## config.mk

```make
export PLATFORM = sky130hd
export DESIGN_NAME = bus_fifo_device
export DESIGN_NICKNAME = d
export VERILOG_FILES = /design/src/rtl/bus_fifo_device_pkg.sv /design/src/rtl/sync_fifo.sv /design/src/rtl/bus_fifo_device.sv
export SDC_FILE = /design/constraint.sdc
export NUM_CORES = 1
export LEC_CHECK = 0
export CAP_MARGIN = 20
export CORE_MARGIN = 5
export CORE_UTILIZATION = 64
export CTS_CLUSTER_SIZE = 28
export DETAILED_ROUTE_END_ITERATION = 6
export GPL_ROUTABILITY_DRIVEN = 0
export GPL_TIMING_DRIVEN = 0
export PLACE_DENSITY_LB_ADDON = 0.1
export SYNTH_ARGS = -nofsm -noshare
export SYNTH_HDL_FRONTEND = slang
export SYNTH_SLANG_ARGS = --single-unit
```

## constraint.sdc

```tcl
create_clock -name clk_i -period 29.5 [get_ports clk_i]
set_input_delay 2.95 -clock clk_i [delete_from_list [all_inputs] [get_ports clk_i]]
set_output_delay 2.95 -clock clk_i [all_outputs]
set_load 0.02 [all_outputs]
```

## src/rtl/bus_fifo_device_pkg.sv

```systemverilog
// Register map and field positions shared by the FIFO mailbox peripheral.
package bus_fifo_device_pkg;

    localparam logic [1:0] RegData   = 2'd0;
    localparam logic [1:0] RegStatus = 2'd1;
    localparam logic [1:0] RegCtrl   = 2'd2;

    localparam int StatusTxEmpty    = 0;
    localparam int StatusTxFull     = 1;
    localparam int StatusRxEmpty    = 2;
    localparam int StatusRxFull     = 3;
    localparam int StatusTxLevelLsb = 8;
    localparam int StatusRxLevelLsb = 16;
    localparam int StatusLevelBits  = 8;

    localparam int CtrlFlushTx = 0;
    localparam int CtrlFlushRx = 1;

endpackage

```

## src/rtl/sync_fifo.sv

```systemverilog
// Synchronous FIFO with flush, level tracking and a head word read straight from storage flops.
module sync_fifo #(
    parameter int Width = 32,
    parameter int Depth = 8
) (
    input  logic                     clk,
    input  logic                     rst,
    input  logic                     push,
    input  logic [Width-1:0]         push_data,
    input  logic                     pop,
    input  logic                     flush,
    output logic [Width-1:0]         head,
    output logic                     full,
    output logic                     empty,
    output logic [$clog2(Depth):0]   level
);

    localparam int PtrWidth   = $clog2(Depth);
    localparam int LevelWidth = PtrWidth + 1;

    logic [Width-1:0]    mem [Depth];
    logic [PtrWidth-1:0] wr_ptr;
    logic [PtrWidth-1:0] rd_ptr;
    logic                do_push;
    logic                do_pop;

    assign do_push = push && !full;
    assign do_pop  = pop && !empty;

    // Flush wins over any transfer presented in the same cycle.
    always_ff @(posedge clk or posedge rst) begin
        if (rst) begin
            for (int i = 0; i < Depth; i++) begin
                mem[i] <= '0;
            end
            wr_ptr <= '0;
            rd_ptr <= '0;
            level  <= '0;
        end else if (flush) begin
            wr_ptr <= '0;
            rd_ptr <= '0;
            level  <= '0;
        end else begin
            if (do_push) begin
                mem[wr_ptr] <= push_data;
                wr_ptr      <= wr_ptr + PtrWidth'(1);
            end
            if (do_pop) begin
                rd_ptr <= rd_ptr + PtrWidth'(1);
            end
            case ({do_push, do_pop})
                2'b10:   level <= level + LevelWidth'(1);
                2'b01:   level <= level - LevelWidth'(1);
                default: level <= level;
            endcase
        end
    end

    assign head  = mem[rd_ptr];
    assign full  = (level == LevelWidth'(Depth));
    assign empty = (level == '0);

endmodule

```

## src/rtl/bus_fifo_device.sv

```systemverilog
// Bus-mapped mailbox: DATA writes feed the TX stream, DATA reads drain the RX stream.
module bus_fifo_device
    import bus_fifo_device_pkg::*;
#(
    parameter int DataWidth    = 32,
    parameter int AddressWidth = 32,
    parameter int Depth        = 8
) (
    input  logic                    clk_i,
    input  logic                    rst_i,
    input  logic                    device_req_i,
    input  logic [AddressWidth-1:0] device_addr_i,
    input  logic                    device_we_i,
    input  logic [DataWidth/8-1:0]  device_be_i,
    input  logic [DataWidth-1:0]    device_wdata_i,
    output logic                    device_rvalid_o,
    output logic [DataWidth-1:0]    device_rdata_o,
    output logic                    device_err_o,
    output logic                    tx_valid_o,
    output logic [DataWidth-1:0]    tx_data_o,
    input  logic                    tx_ready_i,
    input  logic                    rx_valid_i,
    input  logic [DataWidth-1:0]    rx_data_i,
    output logic                    rx_ready_o
);

    localparam int LevelWidth = $clog2(Depth) + 1;

    logic [1:0]            reg_idx;
    logic                  tx_full, tx_empty, rx_full, rx_empty;
    logic [LevelWidth-1:0] tx_level, rx_level;
    logic [DataWidth-1:0]  rx_head;
    logic                  access_err;
    logic                  tx_push, rx_pop, ctrl_wr;
    logic [DataWidth-1:0]  status;
    logic [DataWidth-1:0]  rdata_next;
    logic                  unused_addr;

    assign reg_idx     = device_addr_i[3:2];
    assign unused_addr = ^{device_addr_i[AddressWidth-1:4], device_addr_i[1:0]};

    // Full/empty come from registered state, so a same-cycle stream transfer cannot rescue an access.
    always_comb begin
        access_err = 1'b0;
        case (reg_idx)
            RegData:   access_err = device_we_i ? (tx_full || !(&device_be_i)) : rx_empty;
            RegStatus: access_err = device_we_i;
            RegCtrl:   access_err = 1'b0;
            default:   access_err = 1'b1;
        endcase
    end

    assign tx_push = device_req_i && device_we_i && (reg_idx == RegData) && !access_err;
    assign rx_pop  = device_req_i && !device_we_i && (reg_idx == RegData) && !access_err;
    assign ctrl_wr = device_req_i && device_we_i && (reg_idx == RegCtrl);

    always_comb begin
        status = '0;
        status[StatusTxEmpty] = tx_empty;
        status[StatusTxFull]  = tx_full;
        status[StatusRxEmpty] = rx_empty;
        status[StatusRxFull]  = rx_full;
        status[StatusTxLevelLsb +: StatusLevelBits] = StatusLevelBits'(tx_level);
        status[StatusRxLevelLsb +: StatusLevelBits] = StatusLevelBits'(rx_level);
    end

    always_comb begin
        rdata_next = '0;
        if (!device_we_i && !access_err) begin
            case (reg_idx)
                RegData:   rdata_next = rx_head;
                RegStatus: rdata_next = status;
                default:   rdata_next = '0;
            endcase
        end
    end

    always_ff @(posedge clk_i or posedge rst_i) begin
        if (rst_i) begin
            device_rvalid_o <= 1'b0;
            device_err_o    <= 1'b0;
            device_rdata_o  <= '0;
        end else begin
            device_rvalid_o <= device_req_i;
            device_err_o    <= device_req_i && access_err;
            device_rdata_o  <= device_req_i ? rdata_next : '0;
        end
    end

    assign tx_valid_o = !tx_empty;
    assign rx_ready_o = !rx_full;

    sync_fifo #(.Width(DataWidth), .Depth(Depth)) u_tx_fifo (
        .clk       (clk_i),
        .rst       (rst_i),
        .push      (tx_push),
        .push_data (device_wdata_i),
        .pop       (tx_valid_o && tx_ready_i),
        .flush     (ctrl_wr && device_wdata_i[CtrlFlushTx]),
        .head      (tx_data_o),
        .full      (tx_full),
        .empty     (tx_empty),
        .level     (tx_level)
    );

    sync_fifo #(.Width(DataWidth), .Depth(Depth)) u_rx_fifo (
        .clk       (clk_i),
        .rst       (rst_i),
        .push      (rx_valid_i && rx_ready_o),
        .push_data (rx_data_i),
        .pop       (rx_pop),
        .flush     (ctrl_wr && device_wdata_i[CtrlFlushRx]),
        .head      (rx_head),
        .full      (rx_full),
        .empty     (rx_empty),
        .level     (rx_level)
    );

endmodule

```

* Word-level counts from Yosys, hierarchy flattened
Index checks and enable logic that the tools add are counted.
** Cells by class
- Add/subtract/negate cells :: 8
- Bitwise gates (word level) :: 6
- Equality and inequality tests :: 8
- Magnitude comparators :: 6
- Muxes and demuxes :: 29
- Reductions and logical operators :: 39
** Operators by type and width (number)
- bitwise mux 256 bit :: 2
- 2-to-1 mux 32 bit :: 8
- binary-select mux 32 bit (select 3 bit) :: 2
- demux 32 bit (select 3 bit) :: 2
- case mux 32 bit (2 select lines) :: 1
- 2-to-1 mux 3 bit :: 8
- logical AND 1 bit :: 19
- greater-or-equal comparator 4 bit, second input constant :: 4
- NOT 3 -> 4 bit :: 4
- case mux 4 bit (2 select lines) :: 2
- adder 3 x 1 -> 3 bit, second input constant :: 4
- adder 4 x 1 -> 4 bit, second input constant :: 2
- equality test 4 bit, second input constant :: 2
- logical NOT 4 bit :: 2
- less-than comparator 4 x 1 -> 1 bit, second input constant :: 2
- 2-to-1 mux 4 bit :: 2
- nonzero test 2 bit :: 4
- subtractor 4 x 1 -> 4 bit, second input constant :: 2
- logical NOT 1 bit :: 7
- equality test 2 x 1 -> 1 bit, second input constant :: 3
- equality test 2 bit, second input constant :: 3
- nonzero test 3 bit :: 2
- AND reduction 2 bit :: 2
- AND reduction 4 bit :: 1
- 5 further kinds :: 6
** Storage, ports and cells
- Register bits :: 566
- Input bits :: 106
- Word-level logic and storage cells :: 121

* Logic depth before layout (Yosys ltp)
- Word-level depth :: 11
- Depth in mapped cells :: 13
- Depth with buffers taken out :: 10

* Modules after synthesis
Synthesis repeated with hierarchy kept, for this count alone.
** Second synthesis, totals
- Cell total of the unflattened synthesis :: 1561
- Area total of the unflattened synthesis :: 26544.2 um^2
** By module, submodules not included
- sync_fifo :: area an instance 12647.1 um^2, times used 2, cells an instance 734
- bus_fifo_device :: area an instance 1249.9 um^2, times used 1, cells an instance 93

* Worst setup path after synthesis
OpenSTA, ideal clock, no wires.
- Kind :: input port to flip-flop
- From :: input device_addr_i[2]
- To :: register u_tx_fifo.level[2]
- Setup slack :: 24.254 ns
- Data required time :: 29.422 ns
- Stages on the path :: 12
- Arrival time :: 5.169 ns
- Path buffers :: 2
- Path through :: buf_4 or2_0 nor4_4 inv_2 ha_1 clkbuf_1 xor2_1 ha_1 a21oi_1 xor2_1 or3_1 a21oi_1
** Between the ends
- Cells in the longest elaborated chain, start to end :: 8
- Elaborated cells on any way between the ends :: 15
** Ends and longest elaborated chain
- start: declaration :: RTL line bus_fifo_device.sv:12 : input logic [AddressWidth-1:0] device_addr_i,
- equality test 2 bit (tied with other cells) :: RTL line bus_fifo_device.sv:45, bus_fifo_device.sv:55
- case mux 1 bit (3 select lines) :: RTL line bus_fifo_device.sv:45 : case (reg_idx)
- logical NOT 1 bit :: RTL line bus_fifo_device.sv:53 : assign tx_push = device_req_i && device_we_i && (reg_idx == RegData) && !access_err;
- logical AND 1 bit :: RTL line bus_fifo_device.sv:53
- logical AND 1 bit :: RTL line sync_fifo.sv:27 : assign do_push = push && !full;
- equality test 2 x 1 -> 1 bit or equality test 2 bit (tied branches) :: RTL line sync_fifo.sv:51 : case ({do_push, do_pop})
- case mux 4 bit (2 select lines) :: RTL line sync_fifo.sv:51
- 2-to-1 mux 4 bit :: RTL line sync_fifo.sv:39 : end else if (flush) begin
- end signal: assignment :: RTL line sync_fifo.sv:52 : 2'b10: level <= level + LevelWidth'(1);
- end signal: assignment :: RTL line sync_fifo.sv:53 : 2'b01: level <= level - LevelWidth'(1);
- end signal: assignment :: RTL line sync_fifo.sv:54 : default: level <= level;
- end: declaration :: RTL line sync_fifo.sv:15 : output logic [$clog2(Depth):0] level
Parallel ways exist; a longest one is shown, timed or not.
A chain may end at the register's enable or synchronous reset.

* Worst setup path after layout
- From :: register u_tx_fifo.rd_ptr[0]
- To :: output tx_data_o[20]
** Between the ends
- Cells in the longest elaborated chain, start to end :: 4
** Ends and longest elaborated chain
- start: declaration :: RTL line sync_fifo.sv:23 : logic [PtrWidth-1:0] rd_ptr;
- start signal: assignment :: RTL line sync_fifo.sv:49 : rd_ptr <= rd_ptr + PtrWidth'(1);
- NOT 3 -> 4 bit (not written as such) :: RTL line sync_fifo.sv:59 : assign head = mem[rd_ptr];
- binary-select mux 32 bit (select 3 bit) :: RTL line sync_fifo.sv:59
- 2-to-1 mux 32 bit (not written as such) (2 in a row) :: RTL line sync_fifo.sv:59
- end: declaration :: RTL line bus_fifo_device.sv:20 : output logic [DataWidth-1:0] tx_data_o,
No other way between the ends. The select of a mux whose other input is x is not followed.

==> results.txt <==
Post-synth EDFFs: 0
Critical path cell sequence: buf_2 > buf_1 > clkbuf_1 > mux4_2 > mux2_2 > clkdlybuf4s50_1
Die X: 209 um
Synthesized netlist net count: 1708
Post-synth ARST share: 100%
R2r setup slk: 26.25 ns
Num CTS Buffers: 58
HPWL after DPL: 36.4 mm
YS warnings: 0
Final core utilization: 74.7%
Worst-path clk slew: 0.06 ns
Cell family with most CP delay: buffers and inverters
Metal3 WL: 2.31 mm
Setup_tns: 0 ns
Startpoint type of the worst setup path: flop
Post-CTS Hold Buffers: 0
Critical path's slowest cell: buf_1
Synth-to-Final Area Change: 16.0%
Initial antenna violation count: 4
Final Hold Fails: 0
Wire length of the first global-routing pass: 91.6 mm
Sequential area share after synthesis: 55.8%
Cell taking the most area after synthesis: dfrtp_1
Netlist cell types: 54
Syn Area/Cell: 16.0 um^2
Mean number of vias per cell: 6.11
Met2 WL post-DR: 29.5 mm
Wl on met1: 23.3 mm
Power density over cell area: 87.4 mW/mm^2
Die area: 0.0438 mm^2
WL final: 56.3 mm
Max Clk Rate: 0.142 GHz
Unrepaired setup endpoints after global routing: no
CTS root buffer: clkbuf_16
Vias in the first global route: 15902
Max Cap Viol: 0
Via count: 14443
Fin cells: 2365
Starting DRC count in detailed routing: 974
Slew Viols, Final: 0
Post-Place Cells: 2261
Post-synth top area share: 55.8%
Finish-stage setup viols: 0
# rows: 73
Die height: 209 um
DRC violations left: 0
Cells after synthesis: 1592
IO Pins: 174
Synth Flop Type: dfrtp_1
Post-CTS setup buffer count: 0
Std-Cell Core Area: 0.0395 mm^2
Lkg Pwr: 13.4 nW
Largest net degree at the start of global routing: 142
CP bufs+invs: 4
Average wire per standard cell: 23.8 um
Initial Util: 64.4%
Final #Nets: 1913
Min Clock Period, post-route: 7.03 ns
CTS tree: built
Largest stage delay, worst path: 0.76 ns
Total global routing overflow: 0
Gates resized, CTS repair: 0
Critical Path AT: 4.08 ns
H-tree Lvls: 2
Synth area leaders: dfrtp_1 56%, mux2_2 23%, mux4_2 11%
GRT Util Overall: 26.5%
Crit-path max FO: 10
Clk_lat worst skew: 0.60 ns
Slew HR: 32.0%
WP data required: 26.55 ns
Port bufs: 140
Layout cells sized above 1: 46.3%
ANT nets after route: 0
CTS max path bufs: 3
CP endpoint kind: primary output
Clk sink count: 566
Clock skew: 0.0124 ns
Final worst path period share: 23.8%
Hold Crit Class: flop to flop
Worst setup path category: flop to primary output
Yosys reg bits: 566
Status: finished, final reports clean
Worst-Margin Slew: 1.02 ns
Top Metal Used: met5
Cell Area, Synth: 0.0254 mm^2
Worst vdd ir: 0.0000586 V
Drt pass-1 iters: 5
## cell type report
class | instances | area [um^2]
flip-flops and latches | 566 | 14200
multi-input cells | 911 | 10600
fillers | 2460 | 9990
clock buffers | 81 | 1730
repair buffers | 145 | 1530
well taps | 525 | 657
plain buffers | 109 | 572
clock inverters | 21 | 145
inverters | 6 | 32.5
diodes | 1 | 2.50
## worst paths after layout
path / startpoint / to / cells past startpoint
min: u_tx_fifo.mem[33]$_DFFE_PP0P_ / u_tx_fifo.mem[33]$_DFFE_PP0P_ / 1
max in group asynchronous: rst_i / u_rx_fifo.mem[10]$_DFFE_PP0P_ / 4
max: u_tx_fifo.rd_ptr[0]$_DFFE_PP0P_ / tx_data_o[20] / 6
min in group asynchronous: rst_i / u_rx_fifo.mem[249]$_DFFE_PP0P_ / 2
min reg2reg: u_tx_fifo.mem[33]$_DFFE_PP0P_ / u_tx_fifo.mem[33]$_DFFE_PP0P_ / 1
max reg2reg: u_rx_fifo.level[0]$_DFFE_PP0P_ / u_rx_fifo.level[2]$_DFFE_PP0P_ / 11
## power breakdown
part	total, mW	leakage [nW]	switching (mW)	internal, mW
Sequential	1.08	7.37	0.108	0.973
Clock	0.715	0.935	0.299	0.416
Combinational	0.779	5.12	0.344	0.435
Total	2.58	13.4	0.752	1.82
## metal layers
layer / track usage [%] / up-vias
met5: 0 / -
met2: 45.7 / 280
li1: - / 6307
met3: 4.80 / 90
met1: 35.6 / 7760
met4: 6.26 / 6
## flip-flops by register name, indices dropped and copies added (netlist names)
name / count
u_rx_fifo.level: 4
u_rx_fifo.wr_ptr: 3
device_err_o: 1
u_tx_fifo.rd_ptr: 3
device_rdata_o: 32
u_tx_fifo.mem: 256
device_rvalid_o: 1
u_rx_fifo.rd_ptr: 3
u_tx_fifo.level: 4
u_rx_fifo.mem: 256
u_tx_fifo.wr_ptr: 3
## synthesized netlist by cell type (3+ instances only)
master	instances
nand3_1	10
ha_1	10
mux2_2	508
nor3_1	3
or3_1	3
mux2_4	30
or2_2	8
xor2_1	11
nand2b_1	4
dfrtp_1	566
mux4_2	127
buf_2	39
buf_1	9
buf_6	6
a211oi_1	5
mux2i_1	14
buf_4	18
nor2_1	17
inv_1	3
and2_1	5
mux2_1	7
clkbuf_1	36
nand4_1	4
nand4b_1	4
a21oi_1	37
or4_1	3
nand3b_1	3
nand2_1	65
o21ai_0	4
## per-stage QoR
step	setup WS, ns	hold slack [ns]	power (mW)	instance area, um^2
final	22.47	0.484	2.58	29500
after global routing	22.29	0.510	2.71	29500
after CTS	22.41	0.485	2.59	29400
after detailed placement	23.04	0.471	1.87	27600
after global placement	5.17	0.464	1.83	27500
after floorplan	10.72	0.452	1.66	25400
## cell usage in the layout, fill, tap and decap left out, types with 18 or more instances in the layout
| cell type | netlist | final |
|---|---|---|
| clkbuf_16 | 0 | 61 |
| clkdlybuf4s50_1 | 0 | 140 |
| nand2_1 | 65 | 65 |
| a21oi_1 | 37 | 37 |
| mux4_2 | 127 | 127 |
| buf_2 | 39 | 39 |
| mux2_2 | 508 | 508 |
| buf_4 | 18 | 18 |
| clkbuf_1 | 36 | 43 |
| dfrtp_1 | 566 | 566 |
| mux2_4 | 30 | 30 |
## logic make-up (layout without fill, tap and decap cells)
family	count (synthesis)	count (layout)	synth area share (%)
XOR/XNOR	13	13	0.448
other	0	1	0
AND/OR/NAND/NOR	146	146	3.28
flip-flops	566	566	55.8
multiplexers	686	686	36.4
adder cells (fa/ha/maj)	10	10	0.493
AO/OA/AOI/OAI	56	56	1.24
buffers and inverters	115	362	2.35
Note: power is estimated with default switching activity, not from simulation.
